==> config.mk <==
export PLATFORM = sky130hd
export DESIGN_NAME = ram_sync_init_flat
export DESIGN_NICKNAME = d
export VERILOG_FILES = /design/src/rtl/ram_sync_init_if.sv /design/src/rtl/ram_sync_init.sv /design/src/flat_wrapper.sv
export SDC_FILE = /design/constraint.sdc
export NUM_CORES = 1
export LEC_CHECK = 0
export CORE_MARGIN = 8
export CORE_UTILIZATION = 30
export DETAILED_ROUTE_END_ITERATION = 12
export PLACE_DENSITY = 0.59
export REMOVE_ABC_BUFFERS = 1
export SLEW_MARGIN = 10
export SYNTH_ARGS = -nofsm -noshare
export SYNTH_HDL_FRONTEND = slang
export SYNTH_SLANG_ARGS = --single-unit
==> constraint.sdc <==
create_clock -name clk -period 2.2 [get_ports clk]
set_input_delay 0.44 -clock clk [delete_from_list [all_inputs] [get_ports clk]]
set_output_delay 0.44 -clock clk [all_outputs]
set_load 0.01 [all_outputs]
==> src/rtl/ram_sync_init_if.sv <==
// Bus bundle for ram_sync_init. The master drives user requests, and the slave returns read data and status.
// Handshake: a request (re, or wpe&wren) is taken on any rising edge where busy=0. There is no backpressure beyond busy. ovalid marks the single output cycle that belongs to a taken read.
interface ram_sync_init_if #(
    parameter int WIDTH = 8,
    parameter int AW    = 4
);
    logic             clr;
    logic             wpe;
    logic             wren;
    logic [AW-1:0]    a;
    logic [WIDTH-1:0] d;
    logic             re;
    logic [WIDTH-1:0] o;
    logic             ovalid;
    logic             busy;
    logic             state_dbg;

    modport master (
        output clr, wpe, wren, a, d, re,
        input  o, ovalid, busy, state_dbg
    );

    modport slave (
        input  clr, wpe, wren, a, d, re,
        output o, ovalid, busy, state_dbg
    );
endinterface

==> src/rtl/ram_sync_init.sv <==
// Single-port synchronous RAM with a built-in clear sequencer and an optional output register.
// Reads return the contents held before any same-cycle write, and out-of-range reads return zero.
module ram_sync_init #(
    parameter int               WIDTH    = 8,
    parameter int               DEPTH    = 16,
    parameter int               AW       = 4,
    parameter logic [WIDTH-1:0] INIT_VAL = '0,
    parameter bit               OUT_REG  = 1'b0
) (
    input  logic           clk,
    input  logic           rst,
    ram_sync_init_if.slave bus
);

    localparam logic [AW:0]   DEPTH_EXT = (AW+1)'(DEPTH);
    localparam logic [AW-1:0] LAST_ADDR = AW'(DEPTH - 1);

    typedef enum logic {
        CLEAR = 1'b0,
        READY = 1'b1
    } state_t;

    state_t           state, state_n;
    logic [AW-1:0]    ptr, ptr_n;
    logic             in_range;
    logic             user_wr;
    logic             user_rd;
    logic [WIDTH-1:0] mem [DEPTH];
    logic [WIDTH-1:0] rd_data;
    logic             rd_valid;

    always_comb begin
        in_range = ({1'b0, bus.a} < DEPTH_EXT);
        user_wr  = (state == READY) && bus.wpe && bus.wren && in_range;
        user_rd  = (state == READY) && bus.re;
    end

    always_comb begin
        state_n = state;
        ptr_n   = ptr;
        case (state)
            CLEAR: begin
                // clr is deliberately not looked at here, so a request mid-clear never restarts the sweep
                if (ptr == LAST_ADDR) begin
                    state_n = READY;
                    ptr_n   = '0;
                end else begin
                    ptr_n = ptr + 1'b1;
                end
            end
            READY: begin
                if (bus.clr) begin
                    state_n = CLEAR;
                    ptr_n   = '0;
                end
            end
            default: begin
                state_n = CLEAR;
                ptr_n   = '0;
            end
        endcase
    end

    always_ff @(posedge clk) begin
        if (rst) begin
            state <= CLEAR;
            ptr   <= '0;
        end else begin
            state <= state_n;
            ptr   <= ptr_n;
        end
    end

    // Storage has no reset, so contents are left alone while rst is held
    always_ff @(posedge clk) begin
        if (!rst) begin
            if (state == CLEAR) begin
                mem[ptr] <= INIT_VAL;
            end else if (user_wr) begin
                mem[bus.a] <= bus.d;
            end
        end
    end

    always_ff @(posedge clk) begin
        if (rst) begin
            rd_valid <= 1'b0;
            rd_data  <= '0;
        end else begin
            rd_valid <= user_rd;
            if (user_rd) begin
                rd_data <= in_range ? mem[bus.a] : '0;
            end
        end
    end

    assign bus.busy      = (state == CLEAR);
    assign bus.state_dbg = state;

    generate
        if (OUT_REG) begin : g_oreg
            logic [WIDTH-1:0] o_q;
            logic             ovalid_q;

            // Always advances, so a read taken before clr still drains out while busy is high
            always_ff @(posedge clk) begin
                if (rst) begin
                    o_q      <= '0;
                    ovalid_q <= 1'b0;
                end else begin
                    ovalid_q <= rd_valid;
                    if (rd_valid) begin
                        o_q <= rd_data;
                    end
                end
            end

            assign bus.o      = o_q;
            assign bus.ovalid = ovalid_q;
        end else begin : g_noreg
            assign bus.o      = rd_data;
            assign bus.ovalid = rd_valid;
        end
    endgenerate

endmodule

==> src/flat_wrapper.sv <==
// flat-port wrapper written by rule: the top's interface ports become plain ports
module ram_sync_init_flat 
#(
    parameter int               WIDTH    = 8,
    parameter int               DEPTH    = 16,
    parameter int               AW       = 4,
    parameter logic [WIDTH-1:0] INIT_VAL = '0,
    parameter bit               OUT_REG  = 1'b0
)
  (clk, rst, bus_clr, bus_wpe, bus_wren, bus_a, bus_d, bus_re, bus_o, bus_ovalid, bus_busy, bus_state_dbg);
  ram_sync_init_if #(.WIDTH(WIDTH), .AW(AW)) bus_i ();
  input  logic clk;
  input  logic rst;
  input wire logic [$bits(bus_i.clr)-1:0] bus_clr;
  input wire logic [$bits(bus_i.wpe)-1:0] bus_wpe;
  input wire logic [$bits(bus_i.wren)-1:0] bus_wren;
  input wire logic [$bits(bus_i.a)-1:0] bus_a;
  input wire logic [$bits(bus_i.d)-1:0] bus_d;
  input wire logic [$bits(bus_i.re)-1:0] bus_re;
  output wire logic [$bits(bus_i.o)-1:0] bus_o;
  output wire logic [$bits(bus_i.ovalid)-1:0] bus_ovalid;
  output wire logic [$bits(bus_i.busy)-1:0] bus_busy;
  output wire logic [$bits(bus_i.state_dbg)-1:0] bus_state_dbg;
  assign bus_i.clr = bus_clr;
  assign bus_i.wpe = bus_wpe;
  assign bus_i.wren = bus_wren;
  assign bus_i.a = bus_a;
  assign bus_i.d = bus_d;
  assign bus_i.re = bus_re;
  assign bus_o = bus_i.o;
  assign bus_ovalid = bus_i.ovalid;
  assign bus_busy = bus_i.busy;
  assign bus_state_dbg = bus_i.state_dbg;
  ram_sync_init #(.WIDTH(WIDTH), .DEPTH(DEPTH), .AW(AW), .INIT_VAL(INIT_VAL), .OUT_REG(OUT_REG)) u_core (.clk(clk), .rst(rst), .bus(bus_i));
endmodule
==> summary.md, run 1 <==
| Metric | Value |
|---|---|
| CP startpoint kind | `register` |
| Core footprint | `roughly 19000 µm²` |
| Met1 Track Usage GR | `14.6%` |
| Die ar. | `23500 µm²` |
| Clock transition at path regs | `roughly 0.05 ns` |
| Cell Area, Synth | `5670 µm²` |
| Initial Utilization | `30.4%` |
| Routed wire per std cell | `19.6 µm` |
| WL final | `12100 µm` |
| First-pass GRT wire length | `19100 µm` |
| Crit-path slowest cell | `clkdlybuf4s50_1` |
| LEAKAGE | `2.61 nW` |
| Post-CTS Setup Repair Bufs | `0` |
| All-Layer GR Usage | `11.0%` |
| Kind of critical path | `reg2out` |
| CP endpoint kind | `primary output` |
| Commonest non-fill, non-tap cell in the layout | `edfxtp_1` |
| Period utilisation layout | `93.8%` |
| Ys Warns | `0` |
| HP Start | `u_core.bus.o[1]` |
| Critical Path Fanout Max | `13` |
| Syn_area_per_cell | `18.8 µm²` |
| # hold bufs at CTS | `0` |
| Hold Path Stages | `2` |
| Area Overhead vs Synth | `24.3%` |
| Final Instance Count excl. Fillers | `619` |
| Cell Area, Placed | `6470 µm²` |
| Setup-failing EPs final | `0` |
| RR Startpoint | `u_core.bus.state_dbg` |
| Unique masters post-synth | `41` |
| Post-synthesis sequential area ratio | `72.8%` |
| Yosys reg bits | `142` |
| Count of pins over their slew limit | `0` |
| Clk buf depth | `2` |
| Critical path required time | `approximately 1.8 ns` |
| Clock tree sinks | `142` |
| TritonRoute pass-1 iters | `4` |
| Status | `finished, final reports clean` |
| # nets final | `391` |
| TritonCTS Buffers | `17` |
| Num ports | `29` |
| Site Rows | `50` |
| CTS H-tree depth | `4` |
| Clock Root Buffer | `clkbuf_16` |
| Met2 Use GR | `between 15 and 20%` |
| Chip Width | `about 150 µm` |
| DP HPWL | `8360 µm` |
| Max Cap Viol | `0` |
| IR drop worst, VDD | `0.537 mV` |
| Area of the multi-input gates | `1440 µm²` |
| Vias in the first global route | `3147` |
| Max frequency | `around 0.48 GHz` |
| Worst min-delay path class | `reg2reg` |
| Fin crit period | `~2.1 ns` |
| CTS tree | `yes` |
| Headroom to the max-slew limit | `44.6%` |
| Initial antenna violation count | `0` |
| Max incr delay on CP | `0.58 ns` |
| Post-Route Skew | `0.0105 ns` |
| Crit path buf inv count | `3` |
| Placed cells | `a little under 600` |
| Endpoints failing hold | `0` |
| Most frequent cells in the layout | `128 x edfxtp_1, 36 x buf_4, 27 x clkdlybuf4s50_1` |
| Fillers | `between 1500 and 2000` |
| Crit path max-delay family | `buffers and inverters` |
| GP Congestion | `about 0.74` |
| Post-Layout Inst Area | `around 7000 µm²` |
| GRT busiest layer | `met2` |
| Global route overflow | `0` |
| Gate Count Post-Synth | `301` |
| Clk Latency, worst-skew pair | `0.41 ns` |
| RR Endpoint | `u_core.mem[1][0]` |
| Crit path DAT | `~1.6 ns` |
| DRT antenna net count | `0` |
| Layout cell share with drive strength beyond 1 | `26.8%` |
| # DRC | `0` |
| Power, Total | `5.93 mW` |
| Antenna cells | `0` |
| Seq. cell area | `just over 4000 µm²` |
| R2r setup slk | `0.36 ns` |
| Tightest Pin Transition | `0.831 ns` |
| Largest net degree at the start of global routing | `19` |
| Via density per instance | `4.76` |
| Worst hold slack | `between 0.5 and 0.6 ns` |
| Pwr Density | `842 nW/µm²` |
| Cells along the critical path | `buf_4 > inv_1 > clkdlybuf4s50_1` |
| Chip height | `153 µm` |
| Worst Hold Path EP | `u_core.bus.o[1]` |
| Port bufs | `28` |
| RSZ-0062 raised after global routing | `no` |
| Initial DRC count | `between 200 and 250` |
| Met3 GRT Util | `3.75%` |
| WP depth | `3` |
| R2R depth | `5` |
| Via count | `2949` |
[how the worst max path moves through the flow]
stage                         startpoint                 to
global route                         rst   u_core.mem[4][0]
global placement                     rst   u_core.mem[1][1]
floorplan           u_core.bus.state_dbg  u_core.mem[10][0]
finish              u_core.bus.state_dbg           bus_busy
detailed placement                   rst   u_core.mem[1][4]
CTS                                  rst  u_core.mem[14][1]
[area by class of cell]
class	count	area share [%]
Tap cell	234	4.16
Sequential cell	142	58.5
Inverter	4	0.213
Clock inverter	7	1.26
Timing Repair Buffer	67	8.60
Multi-Input combinational cell	140	20.5
Clock buffer	25	6.75
[repair_timing]
item                                    in CTS  in global routing
gates resized for setup                      1                  2
cloned                                       0                  0
endpoints found under the setup margin       8                 16
[power by group]
group	internal (mW)	total (mW)	switching, mW	leakage (nW)
Sequential	2.93	2.94	0.0142	1.49
Clock	1.72	2.72	1.00	0.279
Combinational	0.137	0.263	0.125	0.847
Total	4.79	5.93	1.14	2.61
[worst min-delay path, stage by stage, from the launching register on]
cell	delay (ns)
dfxtp_1	0.33
a22oi_1	0.09
o21ai_1	0.07
[cell usage after synthesis, drive strengths merged]
cell type / instances / area, µm²
edfxtp: 128 / 3840
mux4: 30 / 706
nor2: 25 / 93.8
dfxtp: 14 / 280
mux2i: 12 / 120
buf: 11 / 76.3
and2: 10 / 62.6
mux2: 9 / 101
o21ai: 9 / 45.0
a21oi: 8 / 40.0
a22oi: 7 / 57.6
nand2: 6 / 22.5
a31oi: 4 / 25.0
clkbuf: 4 / 15.0
inv: 4 / 15.0
a221o: 2 / 20.0
nor3b: 2 / 15.0
a21o: 1 / 7.51
a221oi: 1 / 8.76
a311oi: 1 / 8.76
a41oi: 1 / 8.76
and3b: 1 / 8.76
and4b: 1 / 10.0
ha: 1 / 12.5
nand2b: 1 / 6.26
nand3: 1 / 5.00
nand4: 1 / 6.26
nand4b: 1 / 8.76
nand4bb: 1 / 11.3
nor2b: 1 / 6.26
nor3: 1 / 5.00
or2: 1 / 6.26
or3: 1 / 6.26
[cells by family after synthesis]
family,Yosys count,share of synthesized area [%]
adders and majority gates,1,0.221
and+or+nand+nor,54,4.84
AOI/OAI and AO/OA,34,3.91
DFF,142,72.8
muxes,51,16.4
buffers and inverters,19,1.88
[state kept, by name (all words and copies together) (netlist names)]
| register | flops |
|---|---|
| u_core.bus.o | 8 |
| u_core.ptr | 4 |
| u_core.bus.ovalid | 1 |
| u_core.bus.state_dbg | 1 |
| u_core.mem | 128 |
[per-stage QoR]
step	TNS [ns]	util [%]	setup slack, ns
2_1_floorplan	0	-	0.0314
3_3_place_gp	-26.79	34.7	-0.434
5_1_grt	0	37.8	0.0119
4_1_cts	0	37.8	0.0372
3_5_place_dp	-37.84	34.7	-0.491
6_report	0	37.8	0.137
[layer usage]
metal | share of wire, % | up-vias
met2 | 46 | 90
met3 | 6.9 | 10
met4 | 0.88 | 0
met1 | 46 | 1483
met5 | 0 | -
li1 | - | 1366
(Power assumes the default switching activity.)
==> run 2: changes to the inputs <==
--- a/config.mk
+++ b/config.mk
@@ -5,8 +5,10 @@
 export SDC_FILE = /design/constraint.sdc
 export NUM_CORES = 1
 export LEC_CHECK = 0
+export ABC_AREA = 1
 export CORE_MARGIN = 8
 export CORE_UTILIZATION = 30
+export CTS_CLUSTER_SIZE = 8
 export DETAILED_ROUTE_END_ITERATION = 12
 export PLACE_DENSITY = 0.59
 export REMOVE_ABC_BUFFERS = 1
==> run 2 against run 1 <==
First-iteration DRC count rose by 75%. Count of clock-buffer cells in the layout fell by 7. Worst setup slack improved by 0.0038 ns. Clock power rose by 13%. Clock skew fell by 0.0051 ns. Combinational power rose by 13%. Largest power group is now clock.
==> summary.md, run 2 <==
| Metric | Value |
|---|---|
| CTS tree | `yes` |
| Clock transition at path regs | `0.05 ns` |
| Clk buf depth | `2` |
| Hold Path Stages | `2` |
| Largest area contributor in the netlist | `edfxtp_1` |
| Clock Root Buffer | `clkbuf_16` |
| Yosys reg bits | `142` |
| WL final | `approximately 15000 µm` |
| DRT antenna net count | `0` |
| Chip Width | `about 160 µm` |
| Post-synth top area share | `65.2%` |
| Chip height | `~160 µm` |
| DP HPWL | `10000 µm` |
| Crit path DAT | `1.62 ns` |
| Commonest non-fill, non-tap cell in the layout | `nand2_1` |
| Antenna cells | `0` |
| Largest net degree at the start of global routing | `65` |
| Max Cap Viol | `0` |
| Post-Layout Inst Area | `between 7000 and 8000 µm²` |
| Critical path required time | `1.76 ns` |
| TritonRoute pass-1 iters | `4` |
| Most common library cells after synthesis | `181 x nand2_1, 128 x edfxtp_1, 110 x nand3_1` |
| Die ar. | `24400 µm²` |
| Via density per instance | `~4.7` |
| Cell Area, Synth | `5900 µm²` |
| # nets final | `630` |
| Area contributors post-synth | `edfxtp_1 65%, nand2_1 12%, nand3_1 9.3%, dfxtp_1 4.8%, nor2_1 2.7%` |
| TritonCTS Buffers | `17` |
| EDFF count, synth | `128` |
| Placed cells | `857` |
| Syn_area_per_cell | `10.7 µm²` |
| Status | `finished, final reports clean` |
| Initial DRC count | `around 360` |
| Int Pwr | `5.04 mW` |
| Sequential share of power | `46.6%` |
| Gate Count Post-Synth | `550` |
| IR drop worst, VDD | `approximately 0.3 mV` |
| Post-synthesis sequential area ratio | `69.9%` |
| Most flop-heavy register | `u_core.mem` |
| Routed wire per std cell | `16.6 µm` |
| Fin crit period | `between 2 and 2.5 ns` |
| Clk Latency, worst-skew pair | `approximately 0.42 ns` |
| Area Overhead vs Synth | `25.9%` |
| LEAKAGE | `2.95 nW` |
| Via count | `approximately 4200` |
| # DRC | `0` |
| Headroom to the max-slew limit | `69.7%` |
| Final Instance Count excl. Fillers | `889` |
| Port bufs | `28` |
| R2r setup slk | `0.30 ns` |
| Most common cell in the netlist | `nand2_1` |
| Fillers | `1891` |
| RSZ-0062 raised after global routing | `no` |
| Switching Share | `20.0%` |
| Unique masters post-synth | `23` |
| Initial antenna violation count | `0` |
| Critical Path Fanout Max | `7` |
| Initial Utilization | `30.4%` |
| Most frequent cells in the layout | `181 x nand2_1, 128 x edfxtp_1, 110 x nand3_1` |
| Count of pins over their slew limit | `0` |
| Clock network power share | `48.7%` |
| Worst min-delay path class | `reg2reg` |
| Pwr Density | `850 nW/µm²` |
| Setup-failing EPs final | `0` |
| Layout cell share with drive strength beyond 1 | `12.8%` |
| R2R depth | `5` |
| Worst Hold Path EP | `u_core.ptr[3]` |
| Primary FF master, synth | `edfxtp_1` |
| All-Layer GR Usage | `about an eighth` |
| GP Congestion | `roughly 0.85` |
| Max frequency | `0.486 GHz` |
| Global route overflow | `0` |
| Period utilisation layout | `93.6%` |
| Tightest Pin Transition | `0.454 ns` |
| Seq. cell area | `4120 µm²` |
| CTS H-tree depth | `4` |
| HP Start | `u_core.ptr[3]` |
| First-pass GRT wire length | `22300 µm` |
| Num ports | `29` |
| Area of the multi-input gates | `1530 µm²` |
| Finished Core Util | `38.3%` |
| CP startpoint kind | `register` |
| Core footprint | `a little under 20000 µm²` |
| # hold bufs at CTS | `0` |
| Switching power | `1.26 mW` |
| Ys Warns | `0` |
| Post_cts resized | `0` |
| Site Rows | `51` |
| Asr flop ratio synth | `0%` |
| Vias in the first global route | `about 4100` |
| Max reg flops | `128` |
| Post-CTS Setup Repair Bufs | `0` |
| Endpoints failing hold | `0` |
| Clock tree sinks | `between 100 and 150` |
| RR Startpoint | `u_core.bus.state_dbg` |
| Gate power share | `4.7%` |
| Post-Route Skew | `0.00537 ns` |
| Kind of critical path | `reg2out` |
| RR Endpoint | `u_core.mem[11][4]` |
| Cell Area, Placed | `6780 µm²` |
| CP endpoint kind | `primary output` |
## run 2: worst max-delay path by stage
stage	from	to	slack (ns)	cells past startpoint
2_1_floorplan	bus_a[0]	u_core.mem[10][0]	0.06	5
5_1_grt	u_core.bus.state_dbg	bus_busy	0.06	2
3_5_place_dp	rst	u_core.mem[14][3]	-0.09	9
3_3_place_gp	rst	u_core.mem[10][6]	-0.06	9
6_report	u_core.bus.state_dbg	bus_busy	0.14	2
4_1_cts	u_core.bus.state_dbg	bus_busy	0.12	2
## run 2: cell families (layout without fill, tap and decap cells)
group	count (synthesis)	in the layout	share of synthesized area, %
DFF	142	142	69.9
and+or+nand+nor	338	338	24.3
adders and majority gates	1	1	0.212
AOI/OAI and AO/OA	13	13	1.36
buffers and inverters	56	130	4.16
## run 2: per-layer routing
metal / GRT usage [%] / wire length [µm] / up-vias
met2: 21.3 / 7490 / 149
met3: 3.07 / 771 / 30
met1: 13.7 / 5960 / 1988
met5: 0 / 0 / -
met4: 7.60 / 538 / 0
li1: - / - / 1997
## run 2: power groups by stage
stage	sequential [mW]	combinational (mW)	clock (mW)
global placement	2.99	0.288	0
floorplan	2.99	0.140	0
global route	2.94	0.326	3.21
detailed placement	3.00	0.294	0
CTS	2.94	0.295	3.12
finish	2.94	0.296	3.07
## run 2: layout make-up
cell class                      instances  area share, %
Sequential cell                       142           55.6
Multi-Input combinational cell        352           20.6
Timing Repair Buffer                   70           9.30
Clock buffer                           18           5.78
Tap cell                              265           4.47
Clock inverter                         14           2.92
Inverter                               28           1.42
## run 2: metrics by stage
stage	total power [mW]	hold slack, ns	setup slack [ns]	TNS, ns
floorplan	3.13	0.461	0.0620	0
global placement	3.28	0.484	-0.0600	-5.19
detailed placement	3.29	0.491	-0.0913	-8.51
CTS	6.35	0.498	0.120	0
global route	6.47	0.533	0.0628	0
finish	6.31	0.499	0.140	0
## run 2: critical path, cell delays in order, from the launching register on
cell and delay, ns:
dfxtp_1 0.52, inv_1 0.17, clkdlybuf4s50_1 0.51
==> run 3: changes to the inputs <==
--- a/config.mk
+++ b/config.mk
@@ -7,10 +7,10 @@
 export LEC_CHECK = 0
 export ABC_AREA = 1
 export CORE_MARGIN = 8
-export CORE_UTILIZATION = 30
+export CORE_UTILIZATION = 50
 export CTS_CLUSTER_SIZE = 8
 export DETAILED_ROUTE_END_ITERATION = 12
-export PLACE_DENSITY = 0.59
+export PLACE_DENSITY = 0.83
 export REMOVE_ABC_BUFFERS = 1
 export SLEW_MARGIN = 10
 export SYNTH_ARGS = -nofsm -noshare
==> run 3 against run 2 <==
Register-to-register slack got worse by 0.07 ns. Cell area is 3.8% lower. First-iteration DRC count up 58%. Non-clock buffer count decreased by 3. Clock skew grew 0.0021 ns. Final cell count shrank 14%. Sequential power hardly changed. Die area down 36%. Worst setup slack worse by 0.0049 ns. Largest cell class unchanged. Largest power group is now sequential cells. Highest routed layer unchanged.
==> summary.md, run 3 (synthesis gave the netlist of run 2 again) <==
| Metric | Value |
|---|---|
| Area Overhead vs Synth | `21.1%` |
| Initial DRC count | `565` |
| Setup TNS | `0 ns` |
| RSZ-0062 raised after global routing | `no` |
| Pwr Density | `around 820 nW/µm²` |
| Global route overflow | `0` |
| # DRC | `0` |
| Gate power share | `5.0%` |
| Clock tree sinks | `~140` |
| Post-Route Skew | `0.00743 ns` |
| Crit path DAT | `1.62 ns` |
| Max reg flops | `128` |
| DRT antenna net count | `0` |
| All-Layer GR Usage | `~19%` |
| Headroom to the max-slew limit | `57.6%` |
| Largest net degree at the start of global routing | `65` |
| Finished Core Util | `62.2%` |
| Clock transition at path regs | `0.06 ns` |
| Placed cells | `732` |
| First-pass GRT wire length | `22300 µm` |
| Die ar. | `15500 µm²` |
| Site Rows | `39` |
| Switching Share | `21.8%` |
| Setup-failing EPs final | `0` |
| Routed wire per std cell | `18.7 µm` |
| Switching power | `1.28 mW` |
| Via density per instance | `5.67` |
| CP endpoint kind | `primary output` |
| Tightest Pin Transition | `0.635 ns` |
| # hold bufs at CTS | `0` |
| Final Instance Count excl. Fillers | `764` |
| Worst slack at placement | `-0.131 ns` |
| TritonCTS Buffers | `17` |
| Count of pins over their slew limit | `0` |
| Chip height | `around 120 µm` |
| TritonRoute pass-1 iters | `6` |
| Most flop-heavy register | `u_core.mem` |
| Max Cap Viol | `0` |
| # nets final | `between 600 and 700` |
| Area of the multi-input gates | `1530 µm²` |
| Seq. cell area | `4120 µm²` |
| Endpoints failing hold | `0` |
| Worst min-delay path class | `reg2reg` |
| Commonest non-fill, non-tap cell in the layout | `nand2_1` |
| Vias in the first global route | `about 4100` |
| Port bufs | `28` |
| Post_cts resized | `0` |
| Period utilisation layout | `93.8%` |
| Clk buf depth | `2` |
| GP Congestion | `0.914` |
| Core footprint | `11500 µm²` |
| Kind of critical path | `reg2out` |
| CTS tree | `yes` |
| Int Pwr | `roughly 4.6 mW` |
| Layout cell share with drive strength beyond 1 | `12.6%` |
| Status | `finished, final reports clean` |
| LEAKAGE | `2.89 nW` |
| Chip Width | `125 µm` |
| PnR worst setup slack | `0.136 ns` |
| Via count | `roughly 4300` |
| Antenna cells | `0` |
| Num ports | `29` |
| Fin crit period | `2.06 ns` |
| Critical Path Fanout Max | `7` |
| Most frequent cells in the layout | `181 x nand2_1, 128 x edfxtp_1, 110 x nand3_1` |
| Critical path required time | `about 1.8 ns` |
| Initial antenna violation count | `0` |
| IR drop worst, VDD | `about 0.53 mV` |
| Max frequency | `between 0.4 and 0.5 GHz` |
| Clock network power share | `44.7%` |
| WL final | `14300 µm` |
| Initial Utilization | `51.4%` |
| Fillers | `802` |
| CP startpoint kind | `register` |
| DP HPWL | `9190 µm` |
| Clock Root Buffer | `clkbuf_16` |
| Post-CTS Setup Repair Bufs | `0` |
| Sequential share of power | `50.3%` |
| CTS H-tree depth | `4` |
| Clk Latency, worst-skew pair | `0.42 ns` |
-- run 3: cell count changes in the layout (fill, tap and decap cells not counted) --
cell / previous run / this run
clkinvlp_4: 2 / 4
clkinv_2: 0 / 4
bufinv_16: 5 / 1
buf_4: 34 / 32
clkbuf_1: 1 / 0
buf_12: 8 / 7
clkinv_4: 4 / 3
-- run 3: metrics by stage --
step | hold slack [ns] | area (µm²) | power [mW]
after floorplan | 0.461 | 5760 | 3.13
after global routing | 0.542 | 7140 | 6.02
after CTS | 0.517 | 7140 | 5.86
final | 0.516 | 7140 | 5.85
after detailed placement | 0.506 | 6590 | 3.28
after global placement | 0.483 | 6590 | 3.27
-- run 3: final timing paths --
kind,startpoint,end,slack (ns),depth (start not counted)
min,u_core.ptr[3],u_core.ptr[3],0.52,2
max reg2reg,u_core.bus.state_dbg,u_core.mem[14][5],0.23,7
min reg2reg,u_core.ptr[3],u_core.ptr[3],0.52,2
max,u_core.bus.state_dbg,bus_busy,0.14,2
-- run 3: power groups by stage --
stage | clock network (mW) | logic (mW) | registers, mW
2_1_floorplan | 0 | 0.140 | 2.99
3_3_place_gp | 0 | 0.271 | 2.99
3_5_place_dp | 0 | 0.283 | 3.00
4_1_cts | 2.64 | 0.285 | 2.94
5_1_grt | 2.76 | 0.318 | 2.94
6_report | 2.61 | 0.291 | 2.94
-- run 3: final cells by class --
type	count	area share, %
clock buffer	17	5.96
clock inverter	15	1.72
inverter	28	1.47
multi-input combinational	352	21.4
sequential	142	57.8
tap	143	2.51
timing repair buffer	67	9.18
-- run 3: worst max-delay path: stages, from the launching register on --
cell,delay [ns]
dfxtp_1,0.51
inv_1,0.18
clkdlybuf4s50_1,0.52
-- run 3: per-layer routing --
layer  track usage, %  wire length (µm)  part of all wire (%)
met1             22.4              5450                    38
met2             31.0              7060                    50
met3             4.34              1390                   9.7
met4             7.94               365                   2.6
met5                0                 0                     0
